$ cat src/rtl/sram_load_sequencer.sv
// Packs a host byte stream into 32-bit little-endian words and writes them
// through OpenRAM port 0, filling bank A then bank B, then pulses load_done.
module sram_load_sequencer #(
  parameter int ADDR_W         = 12,
  parameter int WORDS_PER_BANK = 3444
) (
  input  logic              clk_in,
  input  logic              reset,
  input  logic              start,
  input  logic              in_valid,
  input  logic [7:0]        in_data,
  output logic              in_ready,
  output logic              sram_csb_a,
  output logic              sram_web_a,
  output logic              sram_csb_b,
  output logic              sram_web_b,
  output logic [ADDR_W-1:0] sram_addr,
  output logic [31:0]       sram_din,
  output logic [3:0]        sram_wmask,
  output logic              busy,
  output logic              load_done
);

  localparam logic [ADDR_W-1:0] LAST_ADDR = ADDR_W'(WORDS_PER_BANK - 1);

  typedef enum logic [1:0] {IDLE, PACK, WRITE, DONE} state_t;

  state_t            state, state_nxt;
  logic [1:0]        byte_idx, byte_idx_nxt;
  logic              bank_b, bank_b_nxt;
  logic [ADDR_W-1:0] addr, addr_nxt;
  logic [23:0]       word_p0, word_p0_nxt;
  logic [ADDR_W-1:0] sram_addr_nxt;
  logic [31:0]       sram_din_nxt;
  logic              wr_a_nxt, wr_b_nxt;

  always_comb begin
    state_nxt     = state;
    byte_idx_nxt  = byte_idx;
    bank_b_nxt    = bank_b;
    addr_nxt      = addr;
    word_p0_nxt   = word_p0;
    sram_addr_nxt = sram_addr;
    sram_din_nxt  = sram_din;
    case (state)
      IDLE: begin
        if (start) begin
          state_nxt    = PACK;
          addr_nxt     = '0;
          bank_b_nxt   = 1'b0;
          byte_idx_nxt = 2'd0;
        end
      end
      PACK: begin
        if (in_valid && in_ready) begin
          byte_idx_nxt = byte_idx + 2'd1;
          case (byte_idx)
            2'd0: word_p0_nxt[7:0]   = in_data;
            2'd1: word_p0_nxt[15:8]  = in_data;
            2'd2: word_p0_nxt[23:16] = in_data;
            default: begin
              // Fourth byte goes straight into the write register
              sram_din_nxt  = {in_data, word_p0};
              sram_addr_nxt = addr;
              state_nxt     = WRITE;
            end
          endcase
        end
      end
      WRITE: begin
        if (addr != LAST_ADDR) begin
          addr_nxt  = addr + 1'b1;
          state_nxt = PACK;
        end else if (!bank_b) begin
          bank_b_nxt = 1'b1;
          addr_nxt   = '0;
          state_nxt  = PACK;
        end else begin
          state_nxt = DONE;
        end
      end
      default: state_nxt = IDLE;
    endcase
    wr_a_nxt = (state_nxt == WRITE) && !bank_b_nxt;
    wr_b_nxt = (state_nxt == WRITE) &&  bank_b_nxt;
  end

  // Registered outputs follow the next state so they line up with it
  always_ff @(posedge clk_in) begin
    if (reset) begin
      state      <= IDLE;
      byte_idx   <= 2'd0;
      bank_b     <= 1'b0;
      addr       <= '0;
      in_ready   <= 1'b0;
      sram_csb_a <= 1'b1;
      sram_web_a <= 1'b1;
      sram_csb_b <= 1'b1;
      sram_web_b <= 1'b1;
      sram_addr  <= '0;
      sram_din   <= '0;
      sram_wmask <= 4'h0;
      busy       <= 1'b0;
      load_done  <= 1'b0;
    end else begin
      state      <= state_nxt;
      byte_idx   <= byte_idx_nxt;
      bank_b     <= bank_b_nxt;
      addr       <= addr_nxt;
      in_ready   <= (state_nxt == PACK);
      sram_csb_a <= !wr_a_nxt;
      sram_web_a <= !wr_a_nxt;
      sram_csb_b <= !wr_b_nxt;
      sram_web_b <= !wr_b_nxt;
      sram_addr  <= sram_addr_nxt;
      sram_din   <= sram_din_nxt;
      sram_wmask <= (state_nxt == WRITE) ? 4'hF : 4'h0;
      busy       <= (state_nxt != IDLE);
      load_done  <= (state_nxt == DONE);
    end
  end

  always_ff @(posedge clk_in) begin
    word_p0 <= word_p0_nxt;
  end

endmodule

$ cat config.mk
export PLATFORM = sky130hd
export DESIGN_NAME = sram_load_sequencer
export DESIGN_NICKNAME = d
export VERILOG_FILES = /design/src/rtl/sram_load_sequencer.sv
export SDC_FILE = /design/constraint.sdc
export NUM_CORES = 1
export LEC_CHECK = 0
export BUFFER_PORTS_ARGS = -buffer_cell sky130_fd_sc_hd__buf_2
export CORE_ASPECT_RATIO = 1.5
export CORE_MARGIN = 2
export CORE_UTILIZATION = 25
export DETAILED_ROUTE_END_ITERATION = 12
export SETUP_SLACK_MARGIN = 0.05
export SYNTH_ARGS = -nofsm -noshare
export SYNTH_HDL_FRONTEND = slang
export SYNTH_SLANG_ARGS = --single-unit
export TNS_END_PERCENT = 5
$ cat constraint.sdc
create_clock -name clk_in -period 2.7 [get_ports clk_in]
set_clock_uncertainty 0.2 [all_clocks]
set_input_delay 0.27 -clock clk_in [delete_from_list [all_inputs] [get_ports clk_in]]
set_output_delay 0.27 -clock clk_in [all_outputs]
set_load 0.05 [all_outputs]
# Word-level counts from Yosys, hierarchy flattened
# Cells that the tools add are included.
totals:
  reg_bits: 94
  inputBits: 12
  out_inout_bits: 55
  elab_cells: 64
classes:
  addsub: 2
  eq_ne: 11
  mux: 17
  bitwise_logic: 1
  reduce_logical: 18
ops:
  columns: ["operator", "count"]
  rows:
  - ["$mux W12", 3]
  - ["$pmux W12 S2", 1]
  - ["$reduce_and A3 Y1", 6]
  - ["$mux W2", 7]
  - ["$add A12 B1 Y12 const B", 1]
  - ["$ne A12 B12 Y1 const B", 1]
  - ["$eq A2 B2 Y1 const B", 4]
  - ["$eq A2 B1 Y1 const B", 3]
  - ["$pmux W2 S3", 1]
  - ["$reduce_bool A2 Y1", 3]
  - ["$logic_not A2 Y1", 2]
  - ["$mux W4", 1]
  - ["$ne A2 B2 Y1 const B", 2]
  - ["$pmux W2 S2", 1]
  - ["$logic_and A1 B1 Y1", 3]
  - ["$logic_not A1 Y1", 3]
  - ["$ne A3 B3 Y1 const B", 1]
  - ["$reduce_or A3 Y1", 1]
  - ["$add A2 B1 Y2 const B", 1]
  - ["$mux W1", 2]
  - ["$pmux W1 S2", 1]
  - ["$not A1 Y1", 1]

# Longest topological paths before layout
# Gate-level depths: netlist (run 1).
logic_depth:
  ltp_word: 8
  mapped_depth: 7
  depth_no_buf: 5

# Worst setup path after synthesis (run 1)
# No wires, ideal clock.
synth_timing:
  path_type: "flip-flop to flip-flop"
  startpoint: "reg in_ready"
  endpoint: "reg sram_addr[2]"
  setup_ns: 0.132
  arrival_ns: 1.651
  setup_slack_ns: 0.717
  stages_incl_launch_ff: 7
  synth_period_minus_slack_ns: 1.983
  path_cell_list: "dfxtp_1 nand3_1 or2_2 buf_2 clkbuf_1 nand2_1 a21oi_1"
synth_between:
  elab_chain_cells: 2
synth_rtl:
  columns: ["item", "line", "text"]
  rows:
  - ["start, declared", "12", "output logic in_ready,"]
  - ["start signal, assigned", "110", "in_ready <= (state_nxt == PACK);"]
  - ["$logic_and A1 B1 Y1", "55", "if (in_valid && in_ready) begin"]
  - ["$reduce_and A3 Y1 (no source line)", null, null]
  - ["end signal, assigned", "115", "sram_addr <= sram_addr_nxt;"]
  - ["end, declared", "17", "output logic [ADDR_W-1:0] sram_addr,"]
# No other way between the ends.
# A chain may end at the register's enable or synchronous reset.

# Final worst setup path (run 1)
layout_timing:
  startpoint: "reg addr[0]"
  endpoint: "reg addr[9]"
layout_between:
  elab_chain_cells: 3
layout_rtl:
  columns: ["item", "line", "text"]
  rows:
  - ["start, declared", "31", "logic [ADDR_W-1:0] addr, addr_nxt;"]
  - ["start signal, assigned", "109", "addr <= addr_nxt;"]
  - ["$add A12 B1 Y12 or $ne A12 B12 Y1 (tied branches)", "72, 71", null]
  - ["$mux W12 or $ne A3 B3 Y1 (tied branches)", null, null]
  - ["$pmux W12 S2 or $reduce_and A3 Y1 (tied branches)", null, null]
# Several ways; a longest one is shown, not always the timed one.

==> results of run 1 <==
==> kinds of logic after synthesis <==
family,Yosys count
and+or+nand+nor,145
xor gates and xnor gates,1
adders and majority gates,5
DFF,91
buffers and inverters,35
AOI/OAI and AO/OA,85
==> Yosys cell counts (2+ instances only) <==
| cell type | number | area (sq um) |
|---|---|---|
| a21oi_1 | 51 | 255 |
| a31o_2 | 2 | 17.5 |
| a31oi_1 | 5 | 31.3 |
| a41oi_1 | 2 | 17.5 |
| and2_1 | 3 | 18.8 |
| buf_2 | 3 | 15.0 |
| buf_4 | 5 | 37.5 |
| buf_6 | 2 | 22.5 |
| clkbuf_1 | 14 | 52.6 |
| clkbuf_2 | 2 | 10.0 |
| dfxtp_1 | 67 | 1340 |
| edfxtp_1 | 24 | 721 |
| ha_1 | 5 | 62.6 |
| inv_1 | 9 | 33.8 |
| nand2_1 | 97 | 364 |
| nand2b_1 | 3 | 18.8 |
| nand3_1 | 5 | 25.0 |
| nand3b_1 | 2 | 15.0 |
| nand4_1 | 2 | 12.5 |
| nor2_1 | 4 | 15.0 |
| nor2b_1 | 5 | 31.3 |
| nor3_1 | 4 | 20.0 |
| nor3b_1 | 2 | 15.0 |
| nor4_1 | 2 | 12.5 |
| o21ai_0 | 8 | 40.0 |
| o21ai_1 | 3 | 15.0 |
| o21bai_1 | 2 | 15.0 |
| o31a_1 | 3 | 26.3 |
| o31ai_1 | 4 | 30.0 |
| or2_2 | 4 | 25.0 |
| or3_1 | 4 | 25.0 |
==> state kept, by name (all words and copies together), names as in the netlist <==
register    flops
addr           12
bank_b          1
busy            1
byte_idx        2
in_ready        1
load_done       1
sram_addr      12
sram_din       32
sram_web_a      1
sram_web_b      1
sram_wmask      1
state           2
word_p0        24
==> where the power goes <==
group | switching (mW) | internal (mW) | leakage, nW | total [mW]
combinational | 0.0489 | 0.0236 | 0.695 | 0.0725
sequential | 0.00536 | 1.40 | 0.756 | 1.41
clock | 0.524 | 0.620 | 0.133 | 1.14
==> worst max path at each step <==
stage | depth (start not counted) | end | from
global placement | 5 | addr[4]$_SDFFE_PP0P_ | reset
floorplan | 6 | sram_addr[2]$_SDFFE_PP0P_ | in_ready$_SDFF_PP0_
global route | 4 | addr[4]$_SDFFE_PP0P_ | state[1]$_SDFF_PP0_
CTS | 5 | addr[9]$_SDFFE_PP0P_ | addr[0]$_SDFFE_PP0P_
detailed placement | 5 | addr[9]$_SDFFE_PP0P_ | addr[0]$_SDFFE_PP0P_
finish | 5 | addr[9]$_SDFFE_PP0P_ | addr[0]$_SDFFE_PP0P_
==> placed cells by master, fill, tap and decap left out, types with 2 or more instances in the layout <==
cell type / synthesis / layout
or2_2: 4 / 4
o31ai_1: 4 / 4
nor2_1: 4 / 3
nor3b_1: 2 / 2
clkbuf_16: 0 / 9
o21ai_0: 8 / 8
nand2_1: 97 / 97
inv_1: 9 / 9
nor2b_1: 5 / 5
nand4_1: 2 / 2
buf_2: 3 / 66
o21bai_1: 2 / 2
o21ai_1: 3 / 3
ha_1: 5 / 5
nand3b_1: 2 / 2
nor4_1: 2 / 2
a31o_2: 2 / 2
nand2b_1: 3 / 3
nand3_1: 5 / 5
a41oi_1: 2 / 2
nor3_1: 4 / 4
o31a_1: 3 / 3
buf_4: 5 / 4
a31oi_1: 5 / 5
edfxtp_1: 24 / 24
a21oi_1: 51 / 51
or3_1: 4 / 4
nor2_2: 1 / 2
clkinv_2: 0 / 3
dlygate4sd3_1: 0 / 8
and2_1: 3 / 3
dfxtp_1: 67 / 67
==> worst reg2reg max path: stages, from the launching register on <==
cell     delay, ns
dfxtp_1       0.44
ha_1          0.27
nand4_2       0.27
o31ai_1       0.60
a31o_2        0.19
a31oi_1       0.07
==> area by class of cell <==
cell class	count	area (sq um)
timing repair buffer	78	440
clock inverter	7	43.8
tap	162	203
multi-input combinational	236	1240
inverter	9	33.8
clock buffer	9	225
fill	1418	9280
sequential	91	2060
==> routing by layer <==
metal  wire length (um)  GRT usage
met1               3460      0.129
met2               4450      0.204
met3                319     0.0240
met4                234     0.0685
met5                  0          0
==> metrics by stage <==
stage | hold slack [ns] | util | area (sq um)
after floorplan | 0.169 | - | 3470
after global placement | 0.245 | 0.288 | 3900
after detailed placement | 0.247 | 0.288 | 3900
after CTS | 0.0778 | 0.314 | 4250
after global routing | 0.113 | 0.314 | 4250
final | 0.0843 | 0.314 | 4250
==> impl_results.md, run 1 <==
- Ports: 67
- Final net count: 442
- Worst Setup Path Type: flop to flop
- Sink Count: 91
- Hold_buf cts: 8
- Synth unique cells: 45
- PD cells: 618 nW/um^2
- Mux contribution to synthesized area: 0
- Hold Crit Depth: 4
- Syn_area_per_cell: 9.60 sq um
- Max-Slew Margin vs Limit: 0.553
- Placed cell count: 568
- Leak Pwr: 1.58 nW
- CP bufs+invs: 0
- PortBufs: 66
- Syn nets: 379
- Final Hold Viols: 0
- Critical R2R Capture: addr[9]$_SDFFE_PP0P_
- Clock latency on the worst-skew pair: 0.34 ns
- Post-synthesis adder-cell area fraction: 0.0180
- Xor/xnor share of the synthesized area: 0.00252
- Initial antenna violation count: 0
- Largest family of logic cells by synthesized area: simple AND/OR/NAND/NOR gates
- Slowest cell on the critical path: o31ai_1
- Vias in the first global route: 2585
- Min-Delay Endpoint: byte_idx[1]$_SDFFE_PP0P_
- Worst Path Arrival: 2.18 ns
- Drt total wl: 8470 um
- Gp weighted congestion: 0.770
- CP max FO: 9
- Setup TNS: 0 ns
- Worst slew pin tran: 0.666 ns
- #FFs+latches synth: 91
- Clk pin slew, worst setup/hold paths: 0.06 ns
- Global Route Usage Sum: 0.117
- WL/cell: 14.3 um
- Pins Over Slew Limit: 0
- Total power draw: 2.63 mW
- Place WS: 0.530 ns
- Core box area: 13500 sq um
- Clock Tree Buf Depth: 2
- Unrepaired setup endpoints after global routing: no
- Final cell count without fillers: 592
- Largest net degree at the start of global routing: 45
- CP max stage delay: 0.59 ns
- Post-CTS Setup Bufs: 0
- Fin worst setup slack: 0.531 ns
- Post-DP HPWL: 6010 um
- Top delay family on crit path: compound AO/OA/AOI/OAI gates
- 1st-pass router iterations: 4
- Simple-gate share of the synthesized area: 0.196
- Global-route wire length before repair: 13300 um
- Die width: 100 um
- Worst R2R Setup Slack: 0.53 ns
- DR iter-0 viols: 189
- Residual DRC: 0
- Synthesized area: 3470 sq um
- Cells resized by post-CTS repair: 0
- Ant. Diodes: 0
- Chain of cells forming the critical path: ha_1 -> nand4_2 -> o31ai_1 -> a31o_2 -> a31oi_1
- FFs w/ async S/R, synth: 0
- TritonCTS buffer count: 9
- Setup crit end kind: flop
- Starting Density: 0.257
- Yosys Warn Count: 0
- HP Class: input pin to flop
- Routed via count: 2700
- Max Fclk: 0.461 GHz
- Die height: 148 um
- Post-synthesis sequential area ratio: 0.593
- Layout cell share with drive strength beyond 1: 0.226
- Worst Path Required: 2.71 ns
- Cells after Synth: 362
- Length in cells of the worst reg-to-reg path: 5
- Vias per cell: 4.56
- Setup violators final: 0
- R2R Path Start: addr[0]$_SDFFE_PP0P_
- Post-route ant nets: 0
- Max-cap violations: 0
- Number of flops mapped to enable cells by yosys: 24
- Cell row count: 52
- H-tree depth: 3
- Area Overhead vs Synth: 22.4%
- Startpoint types: flop
- Hold Crit Start: start
- Compound-Gate Fraction of Synth Area: 0.141
- Crit path time final: 2.17 ns
- Worst vdd ir: 0.000235 V
- Most used flip-flop cell after synthesis: dfxtp_1
- CTS tree: yes
- Total congestion overflow: 0
- Status: complete, no violations
- Clk root buf: clkbuf_16
- Die area: 14900 sq um
- Period utilization: 0.803
(Power assumes the default switching activity.)
==> run 2: changes to the inputs <==
ABC_AREA = 1   (was not set)
clock period = 2.26 ns   (was 2.7 ns; I/O delays follow)
==> run 2 against run 1 <==
Worst hold slack worse by 0.0019 ns; core utilization up 0.47 points; die area up 3.4%; clock power up 26%; critical path type unchanged; largest cell class unchanged.
==> impl_results.md, run 2 <==
- Status: complete, no violations
- Ant. Diodes: 0
- Number of fill cells in the layout: 1512
- Syn nets: 422
- Hold Slack: 0.0824 ns
- Core box area: 14100 sq um
- Post-route ant nets: 0
- Post-synth top area share: 0.373
- Clk root buf: clkbuf_16
- Pins Over Slew Limit: 0
- Crit path time final: 1.99 ns
- CP max FO: 11
- Period utilization: 0.883
- Residual DRC: 0
- Die width: 102 um
- Worst Path Required: 2.36 ns
- Leak Pwr: 1.95 nW
- Syn_area_per_cell: 8.88 sq um
- Top reg by flops: sram_din
- Final Hold Viols: 0
- Post-CTS Setup Bufs: 0
- Setup violators final: 0
- Clock Tree Buf Depth: 2
- Worst vdd ir: 0.000288 V
- DR iter-0 viols: 110
- Cells after Synth: 405
- Vias in the first global route: 2904
- Area Overhead vs Synth: 24.6%
- Placed cell count: 651
- PD cells: 729 nW/um^2
- Unrepaired setup endpoints after global routing: no
- Most common cell after layout, fill and taps aside: nor2_1
- Cell row count: 53
- Vias per cell: 4.39
- PortBufs: 66
- Post-DP HPWL: 6800 um
- Final net count: 495
- 1st-pass router iterations: 4
- Synth unique cells: 31
- CTS tree: yes
- Gp weighted congestion: 0.901
- TritonCTS buffer count: 9
- FFs w/ async S/R, synth: 0
- WL/cell: 13.7 um
- Commonest non-fill, non-tap cells in the layout: nor2_1 (95), dfxtp_1 (67), buf_2 (66), o21ai_0 (49), nand2_1 (43)
- Post-synthesis sequential area ratio: 0.573
- Die height: 151 um
- Placed instance area: 4120 sq um
- Setup TNS: 0 ns
- Starting Density: 0.256
- Top post-synthesis cells by area: dfxtp_1 (37%), edfxtp_1 (20%), nor2_1 (9.9%), o21ai_0 (6.8%), nand2_1 (4.5%)
- Clk pin slew, worst setup/hold paths: 0.07 ns
- Max-cap violations: 0
- Largest net degree at the start of global routing: 35
- Final cell count without fillers: 675
- Most used flip-flop cell after synthesis: dfxtp_1
- Startpoint types: flop
- Finished Core Util: 0.319
- HP Class: input pin to flop
- Count leader, synth: nor2_1
- Worst slew pin tran: 0.586 ns
- Layout cell share with drive strength beyond 1: 0.248
- Setup crit end kind: flop
- H-tree depth: 3
- #FFs+latches synth: 91
- Global-route wire length before repair: 14500 um
- Drt total wl: 9240 um
- Global Route Usage Sum: 0.126
- Initial antenna violation count: 0
- Clock latency on the worst-skew pair: 0.35 ns
- Biggest regs: sram_din: 32 flops, word_p0: 24 flops
- Fin worst setup slack: 0.265 ns
- Number of flip-flops in the largest register: 32
- Total power draw: 3.27 mW
- Total congestion overflow: 0
- Synthesized area: 3600 sq um
- Number of flops mapped to enable cells by yosys: 24
- Dominant cell type by area after synthesis: dfxtp_1
- Worst Path Arrival: 2.09 ns
- Routed via count: 2964
- Max Fclk: 0.501 GHz
- Synth top cells by count: nor2_1 (95), dfxtp_1 (67), o21ai_0 (49)
- Max-Slew Margin vs Limit: 0.608
- Fin area: 4480 sq um
- Worst Setup Path Type: flop to flop
- Die area: 15400 sq um
- Sink Count: 91
- Place WS: 0.265 ns
- Ports: 67
- Yosys Warn Count: 0
run 2: cell types whose count changed after synthesis, moves of 5 or more:
| cell | previous run | this run |
|---|---|---|
| nand3_1 | 5 | 16 |
| nand3_2 | 0 | 8 |
| nor2b_1 | 5 | 0 |
| nor2_1 | 4 | 95 |
| clkbuf_1 | 14 | 3 |
| o21ai_0 | 8 | 49 |
| nand2_1 | 97 | 43 |
| a21oi_2 | 0 | 8 |
| nand4_1 | 2 | 9 |
| a31oi_1 | 5 | 0 |
| inv_1 | 9 | 24 |
| a21oi_1 | 51 | 14 |
run 2: critical path: stages (launching register included):
cell and delay (ns):
dfxtp_1 0.39, ha_1 0.30, nand2_1 0.11, nor2_2 0.16, nand4_2 0.14, nand2_2 0.27
nand2_1 0.12, inv_1 0.10, nand3_1 0.07, nand2_1 0.06
run 2: cell type report:
class,count,area [sq um],area share
flip-flops and latches,91,2060,0.460
multi-input cells,262,1290,0.288
repair buffers,86,500,0.112
well taps,192,240,0.0536
clock buffers,10,229,0.0511
inverters,28,105,0.0234
clock inverters,6,53.8,0.0120
run 2: kinds of logic (layout without fill, tap and decap cells):
| logic type | count (synthesis) | count (layout) | share of synthesized area |
|---|---|---|---|
| flops | 91 | 91 | 0.573 |
| fa+ha+maj | 5 | 5 | 0.0174 |
| buf+inv | 52 | 130 | 0.0675 |
| simple gates | 182 | 182 | 0.227 |
| xor+xnor | 1 | 1 | 0.00244 |
| compound gates | 74 | 74 | 0.113 |
run 2: power by group:
| part | total [mW] | switching (mW) | leakage (nW) | internal, mW |
|---|---|---|---|---|
| sequential | 1.69 | 0.00808 | 0.757 | 1.68 |
| clock | 1.44 | 0.677 | 0.136 | 0.767 |
| combinational | 0.131 | 0.0898 | 1.05 | 0.0413 |
| total | 3.27 | 0.775 | 1.95 | 2.49 |
run 2: layer usage:
layer | routed length [um] | track usage | vias to the layer above
li1 | - | - | 1484
met1 | 3610 | 0.129 | 1392
met2 | 5040 | 0.233 | 69
met3 | 341 | 0.0272 | 19
met4 | 256 | 0.0660 | 0
met5 | 0 | 0 | -
run 2: final timing paths:
| path | slack [ns] | start | cells past startpoint | to |
|---|---|---|---|---|
| min | 0.08 | reset | 2 | addr[11]$_SDFFE_PP0P_ |
| min reg2reg | 0.27 | word_p0[17]$_DFFE_PP_ | 2 | sram_din[17]$_SDFFE_PP0P_ |
| max reg2reg | 0.27 | addr[0]$_SDFFE_PP0P_ | 9 | addr[1]$_SDFFE_PP0P_ |
| max | 0.27 | addr[0]$_SDFFE_PP0P_ | 9 | addr[1]$_SDFFE_PP0P_ |
run 2: timing repair:
action                                 in CTS  in global routing
hold buffers                                8                  0
resized for setup                           0                  0
endpoints found under the hold margin      27                  0
